==> src/rtl/spi_slave_2.sv <==
// SPI mode-0 slave exposing NREG 8-bit registers. Each transaction is a
// command byte {rw, addr[6:0]} followed by one data byte.
module spi_slave_2 #(
  parameter int unsigned NREG = 8
) (
  input  logic clk,
  input  logic rst_n,
  input  logic spi_cs,
  input  logic spi_sck,
  input  logic spi_mosi,
  output logic spi_miso,
  output logic spi_over
);

  localparam int unsigned AW = (NREG > 1) ? $clog2(NREG) : 1;

  typedef enum logic [1:0] {IDLE, CMD, DATA, DONE} state_e;

  state_e      state_q, state_d;
  logic [1:0]  cs_sync_q, sck_sync_q, mosi_sync_q;
  logic        sck_prev_q;
  logic [1:0]  vld_q;
  logic        armed_q, armed_d;
  logic [2:0]  bit_cnt_q, bit_cnt_d;
  logic [7:0]  rx_q, rx_d;
  logic [7:0]  cmd_q, cmd_d;
  logic [7:0]  tx_q, tx_d;
  logic        miso_q, miso_d;
  logic        over_q, over_d;
  logic [7:0]  regs_q [NREG];

  logic        cs_s, mosi_s, sck_rise_c, sck_fall_c;
  logic [7:0]  rx_byte_c, rd_data_c;
  logic        new_addr_ok_c, cur_addr_ok_c, wr_en_c;

  assign cs_s       = cs_sync_q[1];
  assign mosi_s     = mosi_sync_q[1];
  assign sck_rise_c = sck_sync_q[1] & ~sck_prev_q;
  assign sck_fall_c = ~sck_sync_q[1] & sck_prev_q;
  assign rx_byte_c  = {rx_q[6:0], mosi_s};

  assign new_addr_ok_c = {1'b0, rx_byte_c[6:0]} < 8'(NREG);
  assign cur_addr_ok_c = {1'b0, cmd_q[6:0]} < 8'(NREG);
  assign rd_data_c     = new_addr_ok_c ? regs_q[rx_byte_c[AW-1:0]] : 8'h00;

  // Two-flop synchronizers; vld_q marks when cs_s holds a real pin sample
  always_ff @(posedge clk or negedge rst_n) begin
    if (!rst_n) begin
      cs_sync_q   <= 2'b11;
      sck_sync_q  <= 2'b00;
      mosi_sync_q <= 2'b00;
      sck_prev_q  <= 1'b0;
      vld_q       <= 2'b00;
    end else begin
      cs_sync_q   <= {cs_sync_q[0], spi_cs};
      sck_sync_q  <= {sck_sync_q[0], spi_sck};
      mosi_sync_q <= {mosi_sync_q[0], spi_mosi};
      sck_prev_q  <= sck_sync_q[1];
      vld_q       <= {vld_q[0], 1'b1};
    end
  end

  always_ff @(posedge clk or negedge rst_n) begin
    if (!rst_n) begin
      state_q   <= IDLE;
      armed_q   <= 1'b0;
      bit_cnt_q <= 3'd0;
      rx_q      <= 8'h00;
      cmd_q     <= 8'h00;
      tx_q      <= 8'h00;
      miso_q    <= 1'b0;
      over_q    <= 1'b0;
    end else begin
      state_q   <= state_d;
      armed_q   <= armed_d;
      bit_cnt_q <= bit_cnt_d;
      rx_q      <= rx_d;
      cmd_q     <= cmd_d;
      tx_q      <= tx_d;
      miso_q    <= miso_d;
      over_q    <= over_d;
    end
  end

  always_ff @(posedge clk or negedge rst_n) begin
    if (!rst_n) begin
      for (int unsigned i = 0; i < NREG; i++) regs_q[i] <= 8'h00;
    end else if (wr_en_c) begin
      regs_q[cmd_q[AW-1:0]] <= rx_byte_c;
    end
  end

  // Transaction FSM; a start needs cs seen high after reset (armed_q)
  always_comb begin
    state_d   = state_q;
    armed_d   = armed_q;
    bit_cnt_d = bit_cnt_q;
    rx_d      = rx_q;
    cmd_d     = cmd_q;
    tx_d      = tx_q;
    miso_d    = miso_q;
    over_d    = 1'b0;
    wr_en_c   = 1'b0;
    if (cs_s) begin
      state_d   = IDLE;
      armed_d   = vld_q[1];
      bit_cnt_d = 3'd0;
      rx_d      = 8'h00;
      tx_d      = 8'h00;
      miso_d    = 1'b0;
    end else begin
      case (state_q)
        IDLE: begin
          if (armed_q) begin
            state_d = CMD;
            armed_d = 1'b0;
          end
        end
        CMD: begin
          if (sck_rise_c) begin
            rx_d      = rx_byte_c;
            bit_cnt_d = 3'(bit_cnt_q + 3'd1);
            if (bit_cnt_q == 3'd7) begin
              cmd_d   = rx_byte_c;
              state_d = DATA;
              tx_d    = rx_byte_c[7] ? 8'h00 : rd_data_c;
              miso_d  = rx_byte_c[7] ? 1'b0 : rd_data_c[7];
            end
          end
        end
        DATA: begin
          if (sck_rise_c) begin
            rx_d      = rx_byte_c;
            bit_cnt_d = 3'(bit_cnt_q + 3'd1);
            if (bit_cnt_q == 3'd7) begin
              state_d = DONE;
              over_d  = 1'b1;
              tx_d    = 8'h00;
              miso_d  = 1'b0;
              wr_en_c = cmd_q[7] & cur_addr_ok_c;
            end
          end else if (sck_fall_c && !cmd_q[7] && bit_cnt_q != 3'd0) begin
            // First fall after the command byte leaves bit 7 on the line
            tx_d   = {tx_q[6:0], 1'b0};
            miso_d = tx_q[6];
          end
        end
        DONE: begin
          miso_d = 1'b0;
        end
        default: state_d = IDLE;
      endcase
    end
  end

  assign spi_miso = miso_q;
  assign spi_over = over_q;

endmodule

==> config.mk <==
export PLATFORM = sky130hd
export DESIGN_NAME = spi_slave_2
export DESIGN_NICKNAME = d
export VERILOG_FILES = /design/src/rtl/spi_slave_2.sv
export SDC_FILE = /design/constraint.sdc
export NUM_CORES = 1
export LEC_CHECK = 0
export BUFFER_PORTS_ARGS = -buffer_cell sky130_fd_sc_hd__buf_2
export CORE_MARGIN = 3
export CORE_UTILIZATION = 23
export DETAILED_ROUTE_END_ITERATION = 8
export PLACE_DENSITY = 0.47
export SLEW_MARGIN = 20
export SYNTH_ARGS = -nofsm -noshare
export SYNTH_HDL_FRONTEND = slang
export SYNTH_SLANG_ARGS = --single-unit
==> constraint.sdc <==
create_clock -name clk -period 2.6 [get_ports clk]
set_clock_uncertainty 0.1 [all_clocks]
set_input_delay 0.78 -clock clk [delete_from_list [all_inputs] [get_ports clk]]
set_output_delay 0.78 -clock clk [all_outputs]
set_load 0.05 [all_outputs]
# After elaboration in Yosys (flattened, before gate mapping)
# Cells that the tools add are included.
dict set report word_totals {
  latchBits 0
  register_bits 103
  output_inout_bits 2
  mem_count 0
  mem_bits_ro 0
  mem_bits_rw 0
}
dict set report classes {
  bitwise_logic 8
  n_eq_ne 11
  magnitude_cmp 5
  n_addsub 1
  reduce_logical 18
  n_mux 46
  n_mul 0
  shifts 0
  div 0
}
# operator n
set op_table {}
lappend op_table {{7-bit two-way mux} 10}
lappend op_table {{64-bit bitwise mux} 1}
lappend op_table {{8-bit two-way mux} 4}
lappend op_table {{8-bit binary-select mux with 3-bit select} 1}
lappend op_table {{8-bit demux with 3-bit select} 1}
lappend op_table {{1-bit two-way mux} 17}
lappend op_table {{3-bit inequality test, second input constant} 5}
lappend op_table {{7-bit by 4-bit < comparator with 1-bit output, second input constant} 2}
lappend op_table {{7-bit one-hot mux with 2 select lines} 1}
lappend op_table {{2-bit two-way mux} 6}
lappend op_table {{5-bit AND reduction} 2}
lappend op_table {{3-bit two-way mux} 3}
lappend op_table {{4-bit greater-or-equal comparator, second input constant} 2}
lappend op_table {{4-bit inequality test, second input constant} 2}
lappend op_table {{3-bit NOT with 4-bit output} 2}
lappend op_table {{4-bit nonzero test} 2}
lappend op_table {{2-bit one-hot mux with 3 select lines} 1}
lappend op_table {{6-bit AND reduction} 1}
lappend op_table {{2-bit nonzero test} 3}
lappend op_table {{3-bit nonzero test} 2}
lappend op_table {{2-bit == test, second input constant} 2}
lappend op_table {{4-bit by 1-bit < comparator with 1-bit output, second input constant} 1}
lappend op_table {{4-bit AND reduction} 1}
lappend op_table {{3-bit by 1-bit adder with 3-bit output, second input constant} 1}
lappend op_table {{10 further kinds} 16}

# Logic depth before layout (Yosys ltp)
# Gate-level depths: netlist of run 1.
dict set report logic_depth {
  word_depth 10
  depth_mapped 8
  ltp_nobuf 6
}

# Worst setup path before layout of run 1
# OpenSTA, ideal clock, no wires.
dict set report synth_timing {
  path_kind {reg2reg}
  startpoint {reg state_q[0]}
  endpoint {reg regs_q[10] (netlist bit)}
  setup_slack_ns 0.018
  arrival_time_ns 2.357
  required_time_ns 2.375
  period_less_slack_ns 2.582
  stages_incl_launch_ff 9
  cell_sequence {dfrtp_1 inv_1 ha_1 nand2b_1 or4_1 buf_6 or4b_4 buf_6 mux2_4}
}
dict set report synth_between {
  elab_chain_cells 3
}
# item line
set synth_rtl {}
lappend synth_rtl {{from (decl)} 19} ;# state_e state_q, state_d;
lappend synth_rtl {{from (signal assigned)} 74} ;# state_q <= state_d;
lappend synth_rtl {{2-bit == test} 112} ;# case (state_q)
lappend synth_rtl {{1-bit two-way mux} 112}
lappend synth_rtl {{1-bit two-way mux} 104} ;# if (cs_s) begin
lappend synth_rtl {{to (signal, indexed assignment)} 89} ;# regs_q[cmd_q[AW-1:0]] <= rx_byte_c;
lappend synth_rtl {{to (decl)} 30} ;# logic [7:0] regs_q [NREG];
# Every way passes these cells.
# A chain may end at the register's enable or synchronous reset.

# Worst setup path after layout of run 1
dict set report layout_timing {
  startpoint {reg cmd_q[6]}
  endpoint {reg regs_q[25] (netlist bit)}
}
dict set report layout_between {
  elab_chain_cells 6
}
# item line
set layout_rtl {}
lappend layout_rtl {{from (decl)} 26} ;# logic [7:0] cmd_q, cmd_d;
lappend layout_rtl {{from (signal assigned)} 78} ;# cmd_q <= cmd_d;
lappend layout_rtl {{7-bit by 4-bit < comparator with 1-bit output} 43} ;# assign cur_addr_ok_c = {1'b0, cmd_q[6:0]} < 8'(NREG);
lappend layout_rtl {{1-bit AND} 140} ;# wr_en_c = cmd_q[7] & cur_addr_ok_c;
lappend layout_rtl {{1-bit two-way mux} 135} ;# if (bit_cnt_q == 3'd7) begin
lappend layout_rtl {{1-bit two-way mux} 132} ;# if (sck_rise_c) begin
lappend layout_rtl {{1-bit two-way mux} 112}
lappend layout_rtl {{1-bit two-way mux} 104}
# Every way passes these cells.

==> impl.org, run 1 <==
** Outcome
- Status :: finished, final reports clean

** Timing
- The max-slew violation count was 0.
- Dividing the final minimum period by the clock period gives 99.31%.
- Final hold analysis gives a worst-case slack of 0.2531 ns.
- For the pin with the worst max-slew slack, the measured transition is around 0.69 ns.
- Unrepaired setup endpoints after global routing :: yes
- Setup violations remaining at the end of the flow were counted as 0.
- Relative slew slack :: around 54%
- The worst path needs 2.582 ns of the cycle, external delays included.
- Final hold violations :: 0
- Maximum operating frequency :: ~0.39 GHz

** Cells and area
- Measured on the finished design, the core utilization comes to between 20% and 30%.
- Fin cells :: around 620
- Number of diodes :: 0
- Post-layout nets :: 360
- Area growth from synthesis to layout :: 18.50%
- Share of final-layout standard cells stronger than drive strength 1 :: between 40% and 50%
- Most frequent cells in the layout :: sky130_fd_sc_hd__dfrtp_1 (101), sky130_fd_sc_hd__mux2_2 (58), sky130_fd_sc_hd__buf_4 (27)
- Most common cell after layout, fill and taps aside :: sky130_fd_sc_hd__dfrtp_1
- The finished cells cover about 5500 sq um.

** Clock tree
- Number of hold-repair buffers added at the cts stage :: 0
- The later pin in the worst-skew pair is clocked with a latency of roughly 0.34 ns.
- Clock-pin slew was measured on the worst setup and hold paths at around 0.080 ns.
- In this run the number of H-tree levels came out at 3.
- CTS buffer count :: 9
- The cell sitting at the root of the clock tree is a sky130_fd_sc_hd__clkbuf_16.
- The longest clock path from root to sink contains 2 buffers.
- Total number of clock tree sinks :: 103
- CTS tree :: yes

** Detailed routing
- Once detail routing completed, the nets flagged for antenna violations numbered 0.
- For this run, design rule violations remaining after detail routing come to 0.
- The first detailed-routing pass took 4 iterations.
- In the routed layout, each cell is associated on average with a via count of between 4 and 5.
- DR iter-0 viols :: 120
- After detailed routing, the average wire length per cell comes to ~16 microns.
- Routed via count :: approximately 2.6k
- For this block, the routed nets add up to ~9700 microns of wire.

** Floorplanning
- The die is around 150 microns wide.
- Core outline area :: roughly 20,000 sq um
- Die Outline Area :: roughly 22,000 sq um
- In this run the count of I/O pins placed on the die edge is 7.
- Number of placement rows :: 51
- Initial Utilization :: 23.73%
- In this run the vertical extent of the chip is ~150 microns.

** Logic synthesis
- Yosys warnings :: 0
- Synthesized Nets :: ~330
- Synth Flop Type :: sky130_fd_sc_hd__dfrtp_1
- Register bit count reported by yosys :: 103
- After synthesis, the share of flip-flops with an asynchronous set or reset is 100.0%.
- Top-area cell type share of the netlist area :: 54.01%
- Synth top area cells :: sky130_fd_sc_hd__dfrtp_1 (54%), sky130_fd_sc_hd__mux2_2 (15%), sky130_fd_sc_hd__mux4_2 (7.2%)
- Number of enable flip-flop cells after synthesis :: 0
- Cell variety after synth :: 45
- Summing every instance area after synthesis gives around 4700 sq um.
- Post-synthesis sequential area ratio :: a little under three fifths
- The cell count after synthesis came out at ~320.
- sky130_fd_sc_hd__dfrtp_1 takes more of the synthesized area than any other cell.
- Post-Synthesis Mean Instance Area :: 14.53 sq um

** Critical path
- STA puts the critical path data required time at around 2.7 ns.
- Maximum fanout along the worst path :: 8
- The critical path is of the flop to flop type.
- Critical register-to-register path startpoint :: cmd_q[6]
- Data arrival time of the critical path :: around 2.7 ns
- The most critical setup path has its startpoint at cmd_q[6].
- Critical path endpoint category :: flop
- Startpoint type of the worst setup path :: flop

** Power
- Total power of the final layout :: 3.356 mW
- Worst ir drop on vdd :: about 270 uV
- Areal power density over the cells :: a little over 600 nW/um^2
- Total leakage power :: 2.569 nW

** Job
- The tool flagged a number of max-cap violations equal to 0.

** Global routing
- The via count of the first global-routing pass came to about 2.8k.
- The first global-routing pass estimated 16,350 microns of wire.
- Number of antenna violations at the first check in global routing :: 0
- Summed over all layers, the global routing overflow is 0.
- Entering global routing, the biggest net connects 54 pins.
- For this run, the total global-route usage over all layers was measured as under 10%.

** Placement
- Routability congestion estimate from global placement :: approximately 0.73
- Once placement finished, the instance area stood at around 5200 sq um.
- Port buffering added 6 buffers.
- Summed over all nets, the half-perimeter wirelength after detailed placement is ~6600 microns.
- # placed instances :: 600

** Hold path
- The worst hold path begins at sck_sync_q[0].
- The min-delay analysis places its worst path in the category flop to flop.
layout make-up:
class,count,area (sq um)
clock inverter,7,61.31
inverter,12,45.04
tap,265,331.6
clock buffer,9,225.2
multi-input combinational,184,1972
sequential,103,2580
fill,1973,14170
timing repair buffer,38,330.3
flip-flops by register name (all words and copies together), names as in the netlist, 3 cells and up:
signal / flops
regs_q: 64
cmd_q: 8
tx_q: 7
bit_cnt_q: 3
rx_q: 7
kinds of logic after synthesis:
| group | Yosys count | share of synthesized area (%) |
|---|---|---|
| mux | 106 | 29.22 |
| buf+inv | 35 | 3.208 |
| xor+xnor | 1 | 0.1872 |
| compound gates | 18 | 2.968 |
| simple gates | 51 | 7.326 |
| flops | 103 | 55.13 |
| fa+ha+maj | 7 | 1.872 |
| other cells | 1 | 0.08014 |
stage by stage:
step	TNS, ns	setup WS (ns)
finish	0	0.01800
global route	-0.3255	-0.04359
CTS	-0.1651	-0.03062
detailed placement	-0.3494	-0.04997
global placement	0	0.007440
floorplan	0	0.01762
timing repair:
item / in CTS / in global routing
buffers inserted: 2 / 1
resized for setup: 3 / 7
setup endpoints to repair: 8 / 44
pin swaps: 0 / 1
synthesized netlist by cell type, drive strengths merged, types with 2 or more instances:
cell type and instances:
dfrtp 101, nand3b 3, buf 8, o221ai 6
ha 7, nor4b 2, or4 3, o21ai 2
mux2i 20, nor2 13, clkbuf 15, or4b 3
mux4 15, nand2 9, nor2b 3, mux2 71
inv 12, nor3 5, dfstp 2, nand2b 3
final timing paths:
check,to,slack [ns],cells after the start
worst min register to register,sck_sync_q[1],0.25,0
max in group asynchronous,cs_sync_q[1],1.45,2
worst max-delay path,regs_q[25],0.02,6
min in group asynchronous,rx_q[4],0.28,1
worst max register to register,regs_q[25],0.02,6
worst min-delay path,sck_sync_q[1],0.25,0
metal layers:
layer  GRT usage (%)  vias to the layer above  share of wire [%]
met3           2.194                        8                1.9
met2           14.87                       18                 47
met4           2.910                        0                1.1
li1                -                     1214                  -
met1           13.43                     1394                 50
met5               0                        -                  0
critical path, stage by stage, from the launching register on:
cell and delay [ns]:
sky130_fd_sc_hd__dfrtp_1 0.38, sky130_fd_sc_hd__or4b_1 0.51, sky130_fd_sc_hd__or4_4 0.51, sky130_fd_sc_hd__buf_6 0.16, sky130_fd_sc_hd__nor4b_4 0.29, sky130_fd_sc_hd__buf_12 0.19
sky130_fd_sc_hd__mux2_2 0.33
report_power, final:
group | internal (mW) | total [mW] | switching (mW)
clock network | 0.671 | 1.30 | 0.634
logic | 0.175 | 0.395 | 0.220
registers | 1.63 | 1.66 | 0.0226
total | 2.48 | 3.36 | 0.877
(Power assumes the default switching activity.)
==> run 2: changes to the inputs <==
- BUFFER_PORTS_ARGS: -buffer_cell sky130_fd_sc_hd__buf_2 -> unset
- DONT_BUFFER_PORTS: unset -> 1
- PLACE_DENSITY: 0.47 -> 0.46
==> impl.org, run 2 (synthesis gave the netlist of run 1 again) <==
** Outcome
- The flow ran to the end, and the final reports show no timing, DRC or antenna violations.

** Floorplanning
- Die Span Y :: 148.6 microns (unchanged)
- Boundary pin count :: 7 (unchanged)
- Initial Utilization :: 23.73% (unchanged)
- The overall die area came to 22,090 sq um (unchanged).
- Core outline area :: 19,720 sq um (unchanged)
- The number of rows created at floorplan was 51 (unchanged).
- The die extent in x is 148.6 microns (unchanged).

** Critical path
- The critical path arrival came to 2.68 ns (-0.03 ns).
- The internal reg-to-reg setup slack is 0.05 ns (+0.03 ns).
- Crit path max-delay cell type :: sky130_fd_sc_hd__or4b_4
- STA classifies the critical path startpoint as a flop.
- R2R cell count :: 4 (-2)
- The critical path goes through or4b_1 > or4_4 > or4b_4 > mux2_4.
- The largest fanout on the critical path is 8 (unchanged).
- The critical path is of the flop to flop type.
- Critical register-to-register path startpoint :: cmd_q[6]
- The worst setup path is captured at a flop.
- The longest individual stage delay on the worst path came to 0.63 ns (+0.12 ns).
- The required time of the critical path was 2.73 ns (about the same).
- Critical R2R Capture :: regs_q[15]

** Cells and area
- Area growth from synthesis to layout :: 16.55%
- Final core utilization :: 27.66% (-0.46 points)
- The largest registers in the layout are regs_q x64, cmd_q x8.
- The summed area of non-filler cells in the final layout is 5454 sq um (-1.6%).
- Flip-flop count of the largest register, all copies and words added :: 64 (unchanged)
- The number of antenna diodes was 0 (unchanged).
- Register name with the most flops :: regs_q
- The number of nets in the layout is 348 (-3.3%).
- Most frequent cells in the layout :: sky130_fd_sc_hd__dfrtp_1 (101), sky130_fd_sc_hd__mux2_2 (63), sky130_fd_sc_hd__buf_4 (22)
- The proportion of layout cells with a drive suffix above 1 was 40.76% (-2.0 points).
- The library cell used most frequently in the layout, excluding fill and tap cells, is sky130_fd_sc_hd__dfrtp_1.

** Detailed routing
- The post-detailed-routing wire length came to 9957 microns (+2.2%).
- Number of nets still failing antenna checks after routing :: 0 (unchanged)
- DR iter-0 viols :: 119 (-0.83%)
- The detailed-route vias per instance was 4.314 (+1.2%).
- Number of DRC violations after detailed routing :: 0 (unchanged)
- Routed via count :: 2,614 (-0.76%)
- The number of search-and-repair iterations in the first detailed-routing pass was 4 (unchanged).
- The routed wire length per instance is 16.43 microns (+4.2%).

** Timing
- Unrepaired setup endpoints after global routing :: no
- The final period utilization is 98.08% (-1.2 points).
- The max-slew violation count is 0 (unchanged).
- Final hold violations :: 0 (unchanged)
- The worst-case setup margin in the final layout is 0.04997 ns (+0.03197 ns).
- Setup violators final :: 0 (unchanged)
- The shortest clock period the worst path allows after layout was 2.550 ns (-0.03197 ns).
- The normalized max-slew margin is 55.61% (+1.9 points).
- Hold WS :: 0.03463 ns (-0.2184 ns)
- The transition time at the pin with the least slew margin came to 0.6639 ns (-0.02836 ns).
- The peak clock frequency supported by timing is 0.3922 GHz (+1.3%).

** Power
- Clock network fraction of total power :: 41.5% (+2.6 points)
- The part of the total power dissipated in sequential elements is 49.2% (about the same).
- The power density of the placed cells was 627.6 nW/um^2 (+3.7%).
- The peak ir drop on the vdd network is 317.1 uV (+16%).
- Internal power :: 2.598 mW (+4.8%)
- Total leakage power :: 2.512 nW (-2.2%)
- The combinational group share of total power was 9.3% (-2.5 points).
- The net switching share of the total power came to 24.11% (-2.0 points).
- Switching power :: 825.1 uW (-5.9%)

** Global routing
- Global-route wire length before repair :: 16,460 microns (+0.67%)
- GRT Overall Usage :: 9.760% (+0.16 points)
- Pin count of the biggest net entering global routing :: 104 (+93%)
- Number of antenna violations at the first check in global routing :: 0 (unchanged)
- The residual overflow from global routing was 0 (unchanged).
- Vias in the first global route :: 2,790 (+0.94%)

** Clock tree
- The clock-pin slew on the worst setup and hold paths is 0.07 ns (about the same).
- TritonCTS built the clock tree.
- The cell sitting at the root of the clock tree is a sky130_fd_sc_hd__clkbuf_16.
- The number of levels in the clock H-tree came to 3 (unchanged).
- The number of hold buffers added after CTS came to 0 (unchanged).
- The source-to-sink clock delay at the later pin of the worst-skew pair came to 0.35 ns (about the same).
- CTS buffer count :: 9 (unchanged)
- The number of setup buffers added after CTS was 0 (-2).
- The clock net sink count came to 103 (unchanged).
- The maximum buffer depth of the clock tree was 2 (unchanged).

** Job
- Maximum Capacitance Violations :: 0 (unchanged)

** Hold path
- Class of the tightest hold or removal check :: input port to asynchronous set/reset pin

** Placement
- The detailed-placement wirelength estimate was 6447 microns (-1.8%).
- Port Buffers :: 0 (-6)
- Routability congestion estimate from global placement :: 0.7266 (-0.32%)
- Placement Setup Slack :: 0.009972 ns (+0.05994 ns)
- Post-place instance area :: 5126 sq um (-1.7%)
[run 2: worst max-delay path: cells and delay by family, from the launching register on]
kind / cells / cell delay (ns)
multiplexers: 1 / 0.34
AND/OR/NAND/NOR: 3 / 1.61
flip-flops: 1 / 0.38
[run 2: metrics by stage]
| step | power, mW | instances | setup TNS, ns |
|---|---|---|---|
| global placement | 2.035 | 590 | 0 |
| CTS | 3.478 | 606 | -0.001983 |
| detailed placement | 2.037 | 590 | 0 |
| global route | 3.588 | 606 | 0 |
| finish | 3.423 | 606 | 0 |
| floorplan | 1.932 | 322 | 0 |
[run 2: layout make-up]
class | count | area [sq um]
fill | 1994 | 14260
sequential | 103 | 2580
multi-input combinational | 184 | 1953
tap | 265 | 331.6
clock buffer | 11 | 252.7
timing repair buffer | 26 | 227.7
clock inverter | 5 | 63.81
inverter | 12 | 45.04
[run 2: repair_timing]
action / in CTS / in global routing
pin swaps: 1 / 1
setup endpoints to repair: 7 / 16
gates resized for setup: 1 / 2
[run 2: per-layer routing]
| metal | global-route usage [%] | share of wire, % | up-vias |
|---|---|---|---|
| li1 | - | - | 1191 |
| met1 | 13.84 | 49 | 1380 |
| met2 | 14.82 | 47 | 32 |
| met3 | 1.737 | 2.3 | 11 |
| met4 | 3.880 | 1.8 | 0 |
| met5 | 0 | 0 | - |
[run 2: how the worst max path moves through the flow]
stage,start,slack [ns],endpoint
after floorplan,state_q[0],0.02,regs_q[10]
final,cmd_q[6],0.05,regs_q[15]
after detailed placement,cmd_q[6],0.01,regs_q[10]
after global placement,cmd_q[6],0.04,regs_q[10]
after CTS,cmd_q[6],-0.002,regs_q[15]
after global routing,cmd_q[6],0.001,regs_q[15]
[run 2: power groups by stage]
stage / clock (mW) / combinational (mW) / sequential [mW]
floorplan: 0 / 0.223 / 1.71
global placement: 0 / 0.318 / 1.72
detailed placement: 0 / 0.320 / 1.72
CTS: 1.47 / 0.323 / 1.69
global route: 1.54 / 0.355 / 1.69
finish: 1.42 / 0.319 / 1.68
